<file path="config.mk">
export PLATFORM = sky130hd
export DESIGN_NAME = yarp_writeback
export DESIGN_NICKNAME = d
export VERILOG_FILES = /design/src/rtl/yarp_pkg.sv /design/src/rtl/yarp_wb_ldq.sv /design/src/rtl/yarp_writeback.sv
export SDC_FILE = /design/constraint.sdc
export NUM_CORES = 1
export LEC_CHECK = 0
export ABC_AREA = 1
export BUFFER_PORTS_ARGS = -buffer_cell sky130_fd_sc_hd__buf_4
export CAP_MARGIN = 30
export CORE_MARGIN = 2
export CORE_UTILIZATION = 40
export DETAILED_ROUTE_END_ITERATION = 16
export GPL_TIMING_DRIVEN = 1
export MAX_ROUTING_LAYER = met4
export PLACE_DENSITY = 0.72
export SYNTH_ARGS = -nofsm -noshare
export SYNTH_HDL_FRONTEND = slang
export SYNTH_SLANG_ARGS = --single-unit
</file>
<file path="constraint.sdc">
create_clock -name clk -period 3.9 [get_ports clk]
set_input_delay 0.78 -clock clk [delete_from_list [all_inputs] [get_ports clk]]
set_output_delay 0.78 -clock clk [all_outputs]
set_load 0.03 [all_outputs]
</file>
<file path="src/rtl/yarp_pkg.sv">
// Shared types for the YARP writeback stage: load funct3 codes, the load-queue
// entry layout and the load-result formatter.
package yarp_pkg;

    localparam int XLEN       = 32;
    localparam int REG_ADDR_W = 5;

    typedef enum logic [2:0] {
        F3_LB  = 3'b000,
        F3_LH  = 3'b001,
        F3_LW  = 3'b010,
        F3_LBU = 3'b100,
        F3_LHU = 3'b101
    } ld_funct3_e;

    // funct3 is kept raw so that reserved codes survive and fall back to a full word.
    typedef struct packed {
        logic [REG_ADDR_W-1:0] rd;
        logic [2:0]            funct3;
        logic [1:0]            addr_lo;
    } ld_entry_t;

    localparam int LD_ENTRY_W = $bits(ld_entry_t);

    function automatic logic [XLEN-1:0] format_load(
        input logic [2:0]      funct3,
        input logic [1:0]      addr_lo,
        input logic [XLEN-1:0] w
    );
        logic [XLEN-1:0] byte_sh;
        logic [XLEN-1:0] half_sh;
        logic [XLEN-1:0] res;
        byte_sh = w >> {addr_lo, 3'b000};
        half_sh = w >> {addr_lo[1], 4'b0000};
        case (funct3)
            F3_LB:   res = {{24{byte_sh[7]}}, byte_sh[7:0]};
            F3_LH:   res = {{16{half_sh[15]}}, half_sh[15:0]};
            F3_LBU:  res = {24'b0, byte_sh[7:0]};
            F3_LHU:  res = {16'b0, half_sh[15:0]};
            default: res = w;
        endcase
        return res;
    endfunction

endpackage

</file>
<file path="src/rtl/yarp_wb_ldq.sv">
// In-order queue of outstanding loads; per-slot valid bits double as the
// full/empty flags and feed the register busy bitmap.
module yarp_wb_ldq
    import yarp_pkg::*;
#(
    parameter int DEPTH = 2
) (
    input  logic                          clk,
    input  logic                          reset_n,
    input  logic                          push,
    input  logic [LD_ENTRY_W-1:0]         push_entry,
    input  logic                          pop,
    output logic [LD_ENTRY_W-1:0]         head,
    output logic                          full,
    output logic                          empty,
    output logic [DEPTH*LD_ENTRY_W-1:0]   entries,
    output logic [DEPTH-1:0]              valid
);

    localparam int AW = (DEPTH > 1) ? $clog2(DEPTH) : 1;

    logic [AW-1:0]         wr_ptr;
    logic [AW-1:0]         rd_ptr;
    logic [LD_ENTRY_W-1:0] mem [DEPTH];
    logic                  do_push;
    logic                  do_pop;

    function automatic logic [AW-1:0] next_ptr(input logic [AW-1:0] p);
        return (p == AW'(DEPTH - 1)) ? '0 : p + 1'b1;
    endfunction

    // Push and pop can only hit the same slot when full or empty, which the
    // guards below exclude, so the two valid-bit updates never collide.
    assign full    = valid[wr_ptr];
    assign empty   = !valid[rd_ptr];
    assign do_push = push && !full;
    assign do_pop  = pop && !empty;

    // NOTE: sequential state is updated with non-blocking assignments only.
    always_ff @(posedge clk or negedge reset_n) begin
        if (!reset_n) begin
            wr_ptr <= '0;
            rd_ptr <= '0;
            valid  <= '0;
        end else begin
            if (do_push) begin
                valid[wr_ptr] <= 1'b1;
                wr_ptr        <= next_ptr(wr_ptr);
            end
            if (do_pop) begin
                valid[rd_ptr] <= 1'b0;
                rd_ptr        <= next_ptr(rd_ptr);
            end
        end
    end

    // NOTE: entry storage is deliberately not reset; the valid bits qualify it.
    always_ff @(posedge clk) begin
        if (do_push) begin
            mem[wr_ptr] <= push_entry;
        end
    end

    assign head = mem[rd_ptr];

    always_comb begin
        for (int i = 0; i < DEPTH; i++) begin
            entries[i*LD_ENTRY_W +: LD_ENTRY_W] = mem[i];
        end
    end

endmodule

</file>
<file path="src/rtl/yarp_writeback.sv">
// Regfile write-side initiator: arbitrates execute results against load responses.
// Optional macro YARP_WB_BYPASS_EN adds a combinational forwarding port.
module yarp_writeback
    import yarp_pkg::*;
#(
    parameter int LD_DEPTH = 2
) (
    input  logic                  clk,
    input  logic                  reset_n,
    input  logic                  ex_valid_i,
    output logic                  ex_ready_o,
    input  logic [4:0]            ex_rd_i,
    input  logic [31:0]           ex_data_i,
    input  logic                  ld_issue_i,
    input  logic [4:0]            ld_rd_i,
    input  logic [2:0]            ld_funct3_i,
    input  logic [1:0]            ld_addr_lo_i,
    output logic                  ld_ready_o,
    input  logic                  mem_rsp_valid_i,
    input  logic [31:0]           mem_rsp_data_i,
    output logic [4:0]            rd_addr_o,
    output logic                  wr_en_o,
    output logic [31:0]           wr_data_o,
    output logic [31:0]           busy_o,
    output logic                  err_o
`ifdef YARP_WB_BYPASS_EN
    ,
    output logic                  byp_valid_o,
    output logic [4:0]            byp_rd_o,
    output logic [31:0]           byp_data_o
`endif
);

    ld_entry_t                       push_entry;
    ld_entry_t                       head;
    ld_entry_t                       scan_entry;
    logic                            q_full;
    logic                            q_empty;
    logic [LD_DEPTH*LD_ENTRY_W-1:0]  q_entries;
    logic [LD_DEPTH-1:0]             q_valid;
    logic                            pop;
    logic                            nxt_valid;
    logic [4:0]                      nxt_rd;
    logic [31:0]                     nxt_data;

    assign push_entry = '{rd: ld_rd_i, funct3: ld_funct3_i, addr_lo: ld_addr_lo_i};

    yarp_wb_ldq #(
        .DEPTH (LD_DEPTH)
    ) u_ldq (
        .clk        (clk),
        .reset_n    (reset_n),
        .push       (ld_issue_i),
        .push_entry (push_entry),
        .pop        (pop),
        .head       (head),
        .full       (q_full),
        .empty      (q_empty),
        .entries    (q_entries),
        .valid      (q_valid)
    );

    // Memory responses cannot be back-pressured, so they always win the port.
    assign pop        = mem_rsp_valid_i && !q_empty;
    assign ex_ready_o = !pop;
    assign ld_ready_o = !q_full;

    // NOTE: combinational blocks use blocking assignments with a default first,
    // so no latch is inferred on any path.
    always_comb begin
        nxt_valid = 1'b0;
        nxt_rd    = '0;
        nxt_data  = '0;
        if (pop) begin
            nxt_valid = (head.rd != '0);
            nxt_rd    = head.rd;
            nxt_data  = format_load(head.funct3, head.addr_lo, mem_rsp_data_i);
        end else if (ex_valid_i) begin
            nxt_valid = (ex_rd_i != '0);
            nxt_rd    = ex_rd_i;
            nxt_data  = ex_data_i;
        end
    end

    always_ff @(posedge clk or negedge reset_n) begin
        if (!reset_n) begin
            wr_en_o   <= 1'b0;
            rd_addr_o <= '0;
            wr_data_o <= '0;
            err_o     <= 1'b0;
        end else begin
            wr_en_o <= nxt_valid;
            if (nxt_valid) begin
                rd_addr_o <= nxt_rd;
                wr_data_o <= nxt_data;
            end
            if (mem_rsp_valid_i && q_empty) begin
                err_o <= 1'b1;
            end
        end
    end

    // Derived from live entries so duplicate destinations clear naturally.
    always_comb begin
        busy_o     = '0;
        scan_entry = '0;
        for (int i = 0; i < LD_DEPTH; i++) begin
            scan_entry = q_entries[i*LD_ENTRY_W +: LD_ENTRY_W];
            if (q_valid[i]) begin
                busy_o[scan_entry.rd] = 1'b1;
            end
        end
        busy_o[0] = 1'b0;
    end

`ifdef YARP_WB_BYPASS_EN
    assign byp_valid_o = nxt_valid;
    assign byp_rd_o    = nxt_rd;
    assign byp_data_o  = nxt_data;
`endif

endmodule

</file>
==> metrics.md, run 1 <==
| Metric | Value |
|---|---|
| Status | `finished, final reports clean` |
| Worst hold path type | `input pin to asynchronous set/reset pin` |
| Vias in the first global route | `4221` |
| Clock Skews | `0.0110 ns` |
| Post-synthesis compound-gate area fraction | `15.9%` |
| Async SR Flop Fraction | `68.3%` |
| Reg2Reg Capture Point | `wr_data_o[13]$_DFFE_PN0P_` |
| Max FO, Critical Path | `8` |
| Clock Tree Buf Depth | `2` |
| Post-CTS sizing | `0` |
| DRT Pass-1 Iters | `5` |
| Drt drc | `0` |
| Setup TNS | `0 ns` |
| CTS buffer count | `9` |
| Post-route core utilization | `53.4%` |
| Synth Area in Adders | `0%` |
| Fin. max-slew vios | `0` |
| VDD IR max | `0.000365 V` |
| Routed wire per std cell | `14.2 um` |
| Synth Warn # | `0` |
| CP Capture Type | `output pin` |
| Die height | `108 um` |
| Critical path launch point type | `flop` |
| Max-cap viol count | `0` |
| Share of cells above drive strength 1 | `26.1%` |
| Area growth, synth to finish | `31.6%` |
| Synth Register Bits | `63` |
| CTS root buf | `clkbuf_8` |
| Synth Area in Simple Gates | `34.7%` |
| DP HPWL | `9920 um` |
| Initial Utilization | `40.5%` |
| Xor/xnor share of the synthesized area | `0%` |
| Die X | `108 um` |
| Initial antenna violation count | `0` |
| Antenna Cells | `0` |
| Rows | `38` |
| Met1 Usage GRT | `31.8%` |
| Drt via density | `5.07` |
| R2R Path Start | `u_ldq.rd_ptr$_DFFE_PN0P_` |
| Clock transition at path regs | `0.07 ns` |
| Hold Vio Cnt, Final | `0` |
| Synth cell types | `33` |
| Crit share post-route | `73.4%` |
| Max incr delay on CP | `0.78 ns` |
| Met3 Track Usage GR | `3.25%` |
| Synth Net Count | `727` |
| Hold_buf cts | `0` |
| Reg2Reg Setup Slack | `1.49 ns` |
| GRT met2 Usage | `34.9%` |
| Max_slew headroom | `37.4%` |
| Worst hold margin | `0.426 ns` |
| Largest net degree at the start of global routing | `69` |
| Final Critical Period | `2.86 ns` |
| Worst R2R Path Depth | `9` |
| Largest family of logic cells by synthesized area | `simple AND/OR/NAND/NOR gates` |
| Max Fclk | `349 MHz` |
| Die area | `11700 sq um` |
| Slowest stage cell, crit path | `nor3_1` |
| Global-route wire length before repair | `20800 um` |
| Mapped Cells | `643` |
| GP Congestion | `0.892` |
| Ports | `157` |
| Worst skew pair latency | `0.34 ns` |
| Tightest Pin Transition | `0.932 ns` |
| CP cell instances | `inv_1 > nor3_1 > nand2_1 > o21ai_0 > buf_4` |
| Critical Path AT | `2.08 ns` |
| Mux cell area share after synthesis | `0%` |
| Top Usage Layer GRT | `met2` |
| Gr ovfl total | `0` |
| Final setup violation count | `0` |
| Clk sinks | `63` |
| DR iter-0 viols | `354` |
| Sequential fraction of the synthesis area | `38.5%` |
| Port Buf Inserts | `155` |
| Path type of the worst setup path | `flop to output pin` |
| Synth Cell Area | `4360 sq um` |
| Most used flip-flop cell after synthesis | `dfrtp_1` |
| Htree depth | `3` |
| Syn avg cell area | `6.78 sq um` |
| Routed wire length | `13200 um` |
| TritonCTS clock tree | `done` |
| Postcts setup bufs | `0` |
| Power per cell area | `722 nW/um^2` |
| Nets@finish | `867` |
| Unrepaired setup endpoints after global routing | `false` |
| Core Region | `10700 sq um` |
| Global-route usage over all layers | `23.1%` |
| Post-synth EDFFs | `20` |
| DRT antenna net count | `0` |
| DR vias | `4705` |
| LEAKAGE | `2.94 nW` |
| Req. time, crit path | `3.12 ns` |
[synthesized netlist by cell type (2+ instances only)]
cell        n  share of area, %
nand2_1   182                16
nor2_1     81               7.0
inv_1      73               6.3
o21ai_0    71               8.2
nand3_1    46               5.3
dfrtp_1    43                25
a21oi_1    35               4.0
edfxtp_1   20                14
nor3_1     12               1.4
clkbuf_1   10              0.86
o21ai_2    10               2.0
nand2_2     8               1.1
and2_1      6              0.86
buf_4       6               1.0
nand2_4     6               1.6
o21ai_1     6              0.69
buf_2       4              0.46
buf_6       4               1.0
nand3_2     3              0.69
a22oi_1     2              0.34
buf_8       2              0.69
inv_4       2              0.29
[through the flow]
step           worst slack (ns)  total power, W  instances  area, sq um
6_report                   1.04         0.00414        928         5730
5_1_grt                   0.935         0.00447        928         5730
4_1_cts                    1.11         0.00415        928         5730
3_5_place_dp               1.46         0.00353        912         5520
3_3_place_gp               1.47         0.00349        912         5520
2_1_floorplan              1.72         0.00286        643         4360
[final cells by class]
cell class,count,area (sq um)
inverter,76,290
fill,1074,5010
clock buffer,10,128
sequential,63,1680
multi-input combinational,477,2210
tap,140,175
timing repair buffer,156,1170
clock inverter,6,85.1
[flip-flops by register name, summed over array words and instances, names as in the netlist]
signal        count
wr_data_o        32
u_ldq.mem        20
rd_addr_o         5
u_ldq.valid       2
err_o             1
u_ldq.rd_ptr      1
u_ldq.wr_ptr      1
wr_en_o           1
[cell families (layout without fill, tap and decap cells)]
group | count (synthesis) | count (layout)
AOI/OAI and AO/OA | 127 | 127
buffers and inverters | 103 | 248
DFF | 63 | 63
other | 1 | 1
and+or+nand+nor | 349 | 349
[worst max-delay path: cells and delay by family (launching register included)]
family | cells | cell delay (ns)
simple gates | 2 | 0.91
flops | 1 | 0.40
buf+inv | 2 | 0.31
compound gates | 1 | 0.12
[worst max-delay path by stage]
stage / slack (ns) / cells after the start / endpoint / from
6_report: 1.04 / 5 / busy_o[11] / u_ldq.valid[0]$_DFF_PN0_
5_1_grt: 0.94 / 5 / busy_o[19] / u_ldq.valid[0]$_DFF_PN0_
4_1_cts: 1.11 / 5 / busy_o[11] / u_ldq.valid[0]$_DFF_PN0_
3_5_place_dp: 1.46 / 10 / wr_data_o[5]$_DFFE_PN0P_ / mem_rsp_valid_i
3_3_place_gp: 1.47 / 10 / wr_data_o[7]$_DFFE_PN0P_ / mem_rsp_valid_i
2_1_floorplan: 1.72 / 4 / busy_o[31] / u_ldq.valid[0]$_DFF_PN0_
[metal layers]
layer / wire length (um) / part of all wire, %
met1: 5840 / 44
met2: 6160 / 47
met3: 843 / 6.4
met4: 314 / 2.4
met5: 0 / 0
[cells in the final DEF, fill, tap and decap left out, types with 8 or more instances in the layout]
cell and instances:
buf_4 156, clkbuf_8 9, o21ai_2 10, nand3_1 46
dfrtp_1 43, nand2_2 8, nand2_1 182, nor2_1 81
inv_1 73, nor3_1 12, o21ai_0 71, a21oi_1 35
edfxtp_1 20
[power breakdown]
part,switching (W),internal (W),leakage (nW)
Sequential,0.000191,0.000943,0.702
Combinational,0.00161,0.000781,2.14
Clock,0.000261,0.000358,0.104
Total,0.00206,0.00208,2.94
(Power assumes the default switching activity.)
==> run 2, diff against run 1 <==
--- a/config.mk
+++ b/config.mk
@@ -5,7 +5,7 @@
 export SDC_FILE = /design/constraint.sdc
 export NUM_CORES = 1
 export LEC_CHECK = 0
-export ABC_AREA = 1
+export ABC_AREA = 0
 export BUFFER_PORTS_ARGS = -buffer_cell sky130_fd_sc_hd__buf_4
 export CAP_MARGIN = 30
 export CORE_MARGIN = 2
@@ -13,7 +13,7 @@
 export DETAILED_ROUTE_END_ITERATION = 16
 export GPL_TIMING_DRIVEN = 1
 export MAX_ROUTING_LAYER = met4
-export PLACE_DENSITY = 0.72
+export PLACE_DENSITY = 0.76
 export SYNTH_ARGS = -nofsm -noshare
 export SYNTH_HDL_FRONTEND = slang
 export SYNTH_SLANG_ARGS = --single-unit
==> constraint.sdc (replaced) <==
create_clock -name clk -period 2.5 [get_ports clk]
set_input_delay 0.5 -clock clk [delete_from_list [all_inputs] [get_ports clk]]
set_output_delay 0.5 -clock clk [all_outputs]
set_load 0.03 [all_outputs]
==> run 2 against run 1 <==
Synthesized cell count fell by 38%. Clock skew up 0.0014 ns. Largest power group unchanged. Non-clock buffer count increased by 16. First-iteration DRC count shrank 49%. Sequential share of layout area grew 2.8 points.
==> metrics.md, run 2 <==
| Metric | Value |
|---|---|
| Status | `finished, final reports clean` |
| Final setup violation count | `0` |
| Drt drc | `0` |
| FF/Latch Area | `1680 sq um` |
| Switch share | `45.8%` |
| R2R Path Start | `u_ldq.rd_ptr$_DFFE_PN0P_` |
| CTS buffer count | `9` |
| CP delay by family, top | `compound AO/OA/AOI/OAI gates` |
| Worst R2R Path Depth | `6` |
| Setup TNS | `0 ns` |
| Initial Utilization | `40.9%` |
| Die X | `101 um` |
| Global-route usage over all layers | `24.2%` |
| Pint | `0.00315 W` |
| Max Fclk | `430 MHz` |
| Path type of the worst setup path | `flop to flop` |
| Filler cell count | `782` |
| Hold_buf cts | `0` |
| DP HPWL | `9180 um` |
| Port Buf Inserts | `155` |
| Largest register FFs | `32` |
| DR vias | `3912` |
| Ports | `157` |
| Most flop-heavy register | `wr_data_o` |
| Reg2Reg Setup Slack | `0.18 ns` |
| Antenna Cells | `0` |
| CP Capture Type | `flop` |
| Syn avg cell area | `9.39 sq um` |
| Yosys top cell by area | `dfrtp_1` |
| Synth top area share | `28.6%` |
| Synth Net Count | `485` |
| Worst skew pair latency | `0.34 ns` |
| Reg power frac | `30.4%` |
| Sequential fraction of the synthesis area | `44.5%` |
| Unrepaired setup endpoints after global routing | `false` |
| Max_slew headroom | `32.7%` |
| Reg2Reg Capture Point | `wr_data_o[0]$_DFFE_PN0P_` |
| Synth cell types | `50` |
| Met2 wire length | `6040 um` |
| Hold Vio Cnt, Final | `0` |
| Critical Path AT | `2.55 ns` |
| Die height | `101 um` |
| Rows | `35` |
| TritonCTS clock tree | `done` |
| Max-cap viol count | `0` |
| Most common cell after layout, fill and taps aside | `buf_4` |
| DRT met1 WL | `4840 um` |
| Final Critical Period | `2.32 ns` |
| Synth Warn # | `0` |
| Initial antenna violation count | `0` |
| Async SR Flop Fraction | `68.3%` |
| GP Congestion | `0.906` |
| Most frequent cells in the layout | `171 x buf_4, 46 x nand2_1, 43 x dfrtp_1` |
| Nets@finish | `636` |
| Max FO, Critical Path | `19` |
| Buf/Inv on CP | `1` |
| VDD IR max | `0.000711 V` |
| Routed wire per std cell | `18.1 um` |
| Fin. max-slew vios | `0` |
| Core Region | `9200 sq um` |
| Tightest Pin Transition | `1.00 ns` |
| Post-synth EDFFs | `20` |
| Htree depth | `3` |
| Gr ovfl total | `0` |
| Max Used Layer | `met4` |
| Clock group share of total power | `14.7%` |
| Synth Cell Area | `3760 sq um` |
| Power per cell area | `1110 nW/um^2` |
| Comb power frac | `54.9%` |
| Clk sinks | `63` |
| Synth Register Bits | `63` |
| Clock Tree Buf Depth | `2` |
| Switching power total | `0.00266 W` |
| Largest net degree at the start of global routing | `44` |
| Post-route core utilization | `56.8%` |
| Vias in the first global route | `3672` |
| Postcts setup bufs | `0` |
| Max incr delay on CP | `0.57 ns` |
| Die area | `10200 sq um` |
| Leading registers by flop count | `wr_data_o x32, u_ldq.mem x20, rd_addr_o x5` |
| Most frequent CP cell | `a21oi_1` |
| Critical path launch point type | `flop` |
| Req. time, crit path | `2.72 ns` |
| Area growth, synth to finish | `38.9%` |
| CTS root buf | `clkbuf_8` |
| Post-synth top cells | `46 x nand2_1, 43 x dfrtp_1, 37 x a21oi_1, 37 x o22ai_1, 24 x nor2_1` |
| Mapped Cells | `401` |
| CP cell instances | `buf_4 > or3b_2 > a21oi_1 > a22oi_1 > o211ai_1 > a21oi_1` |
| Clock transition at path regs | `0.08 ns` |
| LEAKAGE | `2.41 nW` |
| DRT antenna net count | `0` |
| Drt via density | `5.86` |
| Area of the multi-input gates | `1890 sq um` |
| Global-route wire length before repair | `18700 um` |
| Synth area leaders | `dfrtp_1 29%, edfxtp_1 16%, o22ai_1 6.1%` |
| DRT Pass-1 Iters | `5` |
| Count leader, synth | `nand2_1` |
| Worst hold path type | `input pin to asynchronous set/reset pin` |
| Clock Skews | `0.0125 ns` |
| Crit share post-route | `92.9%` |
| Most used flip-flop cell after synthesis | `dfrtp_1` |
| DR iter-0 viols | `180` |
| Slowest stage cell, crit path | `a21oi_1` |
| Met3 routed WL | `1040 um` |
| Worst hold margin | `0.129 ns` |
| Share of cells above drive strength 1 | `37.0%` |
| Post-CTS sizing | `0` |
| Routed wire length | `12100 um` |
==> run 2: layout make-up <==
type                    instances  area share (%)
well taps                     111            2.66
repair buffers                172            24.9
multi-input cells             298            36.1
inverters                       8           0.574
clock buffers                  11            3.11
clock inverters                 5           0.527
flip-flops and latches         63            32.1
==> run 2: cell families after synthesis <==
group                  synth area share [%]
AOI/OAI and AO/OA                      27.5
and+or+nand+nor                        16.7
DFF                                    44.5
buffers and inverters                  5.45
muxes                                  5.68
other                                0.0996
==> run 2: routing by layer <==
| layer | track usage [%] | up-vias |
|---|---|---|
| li1 | - | 1826 |
| met3 | 5.27 | 19 |
| met4 | 7.28 | 0 |
| met1 | 29.6 | 1869 |
| met2 | 40.2 | 198 |
| met5 | - | - |
==> run 2: stage by stage <==
step,instance area (sq um),cells,worst slack [ns],total power (W)
after CTS,5230,668,0.165,0.00582
final,5230,668,0.176,0.00581
after global placement,5040,652,0.337,0.00490
after global routing,5230,668,0.0744,0.00615
after floorplan,3760,401,0.429,0.00383
after detailed placement,5040,652,0.240,0.00496
==> run 2: worst max-delay path by stage <==
stage / cells after the start / end / start
global placement: 6 / wr_data_o[0]$_DFFE_PN0P_ / u_ldq.rd_ptr$_DFFE_PN0P_
global route: 6 / ex_ready_o / u_ldq.rd_ptr$_DFFE_PN0P_
CTS: 4 / busy_o[8] / u_ldq.mem[0][7]$_DFFE_PP_
floorplan: 6 / wr_data_o[16]$_DFFE_PN0P_ / u_ldq.rd_ptr$_DFFE_PN0P_
detailed placement: 6 / wr_data_o[0]$_DFFE_PN0P_ / u_ldq.rd_ptr$_DFFE_PN0P_
finish: 6 / wr_data_o[0]$_DFFE_PN0P_ / u_ldq.rd_ptr$_DFFE_PN0P_
==> run 2: power groups by stage <==
| stage | sequential (W) | combinational (W) | clock [W] |
|---|---|---|---|
| after floorplan | 0.00228 | 0.00155 | 0 |
| after global placement | 0.00177 | 0.00312 | 0 |
| after detailed placement | 0.00178 | 0.00318 | 0 |
| after CTS | 0.00176 | 0.00319 | 0.000868 |
| after global routing | 0.00181 | 0.00342 | 0.000918 |
| final | 0.00177 | 0.00319 | 0.000853 |
==> run 3, diff against run 2 <==
--- a/config.mk
+++ b/config.mk
@@ -13,7 +13,7 @@
 export DETAILED_ROUTE_END_ITERATION = 16
 export GPL_TIMING_DRIVEN = 1
 export MAX_ROUTING_LAYER = met4
-export PLACE_DENSITY = 0.76
+export PLACE_DENSITY = 0.74
 export SYNTH_ARGS = -nofsm -noshare
 export SYNTH_HDL_FRONTEND = slang
 export SYNTH_SLANG_ARGS = --single-unit
==> constraint.sdc (replaced) <==
create_clock -name clk -period 3 [get_ports clk]
set_input_delay 0.6 -clock clk [delete_from_list [all_inputs] [get_ports clk]]
set_output_delay 0.6 -clock clk [all_outputs]
set_load 0.03 [all_outputs]
==> run 3 against run 2 <==
Routed wire length up 0.37%. Critical path depth did not move. Largest power group unchanged. Non-clock buffer count fell by 12. Cell count decreased by 1.9%. First-iteration DRC count increased by 40%. Final area is 1.4% lower. Sequential share of layout area rose by 0.45 points. Worst setup slack gained 0.15 ns. Clock skew is 0.0012 ns lower. Clock-buffer cell count is 3 higher.
==> metrics.md, run 3 (synthesis results as in run 2) <==
| Metric | Value |
|---|---|
| Req. time, crit path | `3.22 ns` |
| Tightest Pin Transition | `1.01 ns` |
| Global-route usage over all layers | `24.2%` |
| Die height | `101 um` |
| Status | `finished, final reports clean` |
| DR iter-0 viols | `252` |
| DRT antenna net count | `0` |
| Htree depth | `3` |
| DP HPWL | `9090 um` |
| Critical path launch point type | `flop` |
| Worst skew pair latency | `0.34 ns` |
| Clock Tree Buf Depth | `2` |
| CTS buffer count | `9` |
| Max FO, Critical Path | `55` |
| Largest register FFs | `32` |
| Fin. max-slew vios | `0` |
| CP Capture Type | `flop` |
| GP Congestion | `0.867` |
| Hold Vio Cnt, Final | `0` |
| Initial Utilization | `40.9%` |
| Global-route wire length before repair | `18700 um` |
| TritonCTS clock tree | `done` |
| Most flop-heavy register | `wr_data_o` |
| Initial antenna violation count | `0` |
| Reg2Reg Capture Point | `wr_data_o[14]$_DFFE_PN0P_` |
| Vias in the first global route | `3649` |
| Share of cells above drive strength 1 | `35.5%` |
| Nets@finish | `624` |
| Antenna Cells | `0` |
| Clock transition at path regs | `0.07 ns` |
| Routed wire per std cell | `18.6 um` |
| Reg2Reg Setup Slack | `0.33 ns` |
| Leading registers by flop count | `wr_data_o x32, u_ldq.mem x20, rd_addr_o x5` |
| Gr ovfl total | `0` |
| Drt drc | `0` |
| Die X | `101 um` |
| Port Buf Inserts | `155` |
| Drt via density | `6.01` |
| Path type of the worst setup path | `flop to flop` |
| Ports | `157` |
| Core Region | `9200 sq um` |
| R2R Path Start | `u_ldq.valid[0]$_DFF_PN0_` |
| Setup WS pre-CTS | `0.337 ns` |
| LEAKAGE | `2.35 nW` |
| Worst hold path type | `input pin to asynchronous set/reset pin` |
| DRT Pass-1 Iters | `5` |
| Setup TNS | `0 ns` |
| Routed wire length | `12200 um` |
| Crit share post-route | `89.1%` |
| Worst R2R Path Depth | `6` |
| Most frequent cells in the layout | `160 x buf_4, 46 x nand2_1, 43 x dfrtp_1` |
| Max-cap viol count | `0` |
| Final Critical Period | `2.67 ns` |
| Max Fclk | `374 MHz` |
| Power per cell area | `942 nW/um^2` |
| Post-CTS sizing | `0` |
| Largest net degree at the start of global routing | `56` |
| Clk sinks | `63` |
| Unrepaired setup endpoints after global routing | `false` |
| Tot Pwr | `0.00485 W` |
| Max_slew headroom | `32.1%` |
| CTS root buf | `clkbuf_8` |
| Rows | `35` |
| Area growth, synth to finish | `36.9%` |
| DR vias | `3935` |
| Final setup violation count | `0` |
| Most common cell after layout, fill and taps aside | `buf_4` |
| Worst setup margin | `0.326 ns` |
| VDD IR max | `0.000507 V` |
| Die area | `10200 sq um` |
| Postcts setup bufs | `0` |
| Hold_buf cts | `0` |
| Critical Path AT | `2.89 ns` |
| Clock Skews | `0.0113 ns` |
## run 3: changes by cell type in the layout (fill, tap and decap cells not counted), sizes merged
| cell | before | now |
|---|---|---|
| buf | 172 | 160 |
| clkbuf | 11 | 14 |
| clkinv | 3 | 1 |
| inv | 10 | 8 |
## run 3: critical path, cell delays in order, from the launching register on
cell,delay (ns)
dfrtp_1,0.50
or3b_1,0.53
or3_4,0.45
nand3_4,0.48
inv_2,0.30
o2111ai_1,0.18
o211ai_1,0.11
## run 3: worst max-delay path by stage
stage | startpoint | end | slack [ns] | depth (start not counted)
3_3_place_gp | u_ldq.valid[0]$_DFF_PN0_ | wr_data_o[14]$_DFFE_PN0P_ | 0.44 | 6
5_1_grt | u_ldq.valid[0]$_DFF_PN0_ | wr_data_o[9]$_DFFE_PN0P_ | 0.14 | 6
4_1_cts | u_ldq.valid[0]$_DFF_PN0_ | wr_data_o[14]$_DFFE_PN0P_ | 0.34 | 6
6_report | u_ldq.valid[0]$_DFF_PN0_ | wr_data_o[14]$_DFFE_PN0P_ | 0.33 | 6
3_5_place_dp | u_ldq.valid[0]$_DFF_PN0_ | wr_data_o[14]$_DFFE_PN0P_ | 0.34 | 6
2_1_floorplan | u_ldq.mem[1][9]$_DFFE_PP_ | busy_o[10] | 0.87 | 3
## run 3: final cells by class
| class | count | area (sq um) |
|---|---|---|
| fillers | 810 | 4040 |
| flip-flops and latches | 63 | 1680 |
| multi-input cells | 298 | 1890 |
| repair buffers | 160 | 1200 |
| clock inverters | 1 | 5.00 |
| clock buffers | 14 | 215 |
| inverters | 8 | 30.0 |
| well taps | 111 | 139 |
## run 3: power breakdown
group | internal (W) | switching, W
Clock | 0.000463 | 0.000329
Combinational | 0.000964 | 0.00156
Sequential | 0.00123 | 0.000307
Total | 0.00265 | 0.00220
## run 3: per-stage QoR
stage	std cells	hold slack [ns]	util (%)	instance area (sq um)
after floorplan	401	0.304	-	3760
after global routing	655	0.287	56.1	5150
after global placement	640	0.464	53.7	4930
final	655	0.244	56.1	5150
after CTS	655	0.256	56.1	5150
after detailed placement	640	0.468	53.7	4930
## run 3: per-layer routing
layer	up-vias	wire length, um	global-route usage (%)
met5	-	0	-
met4	0	280	8.32
met3	31	1070	4.30
met2	222	5900	38.6
met1	1876	4910	31.2
li1	1806	-	-
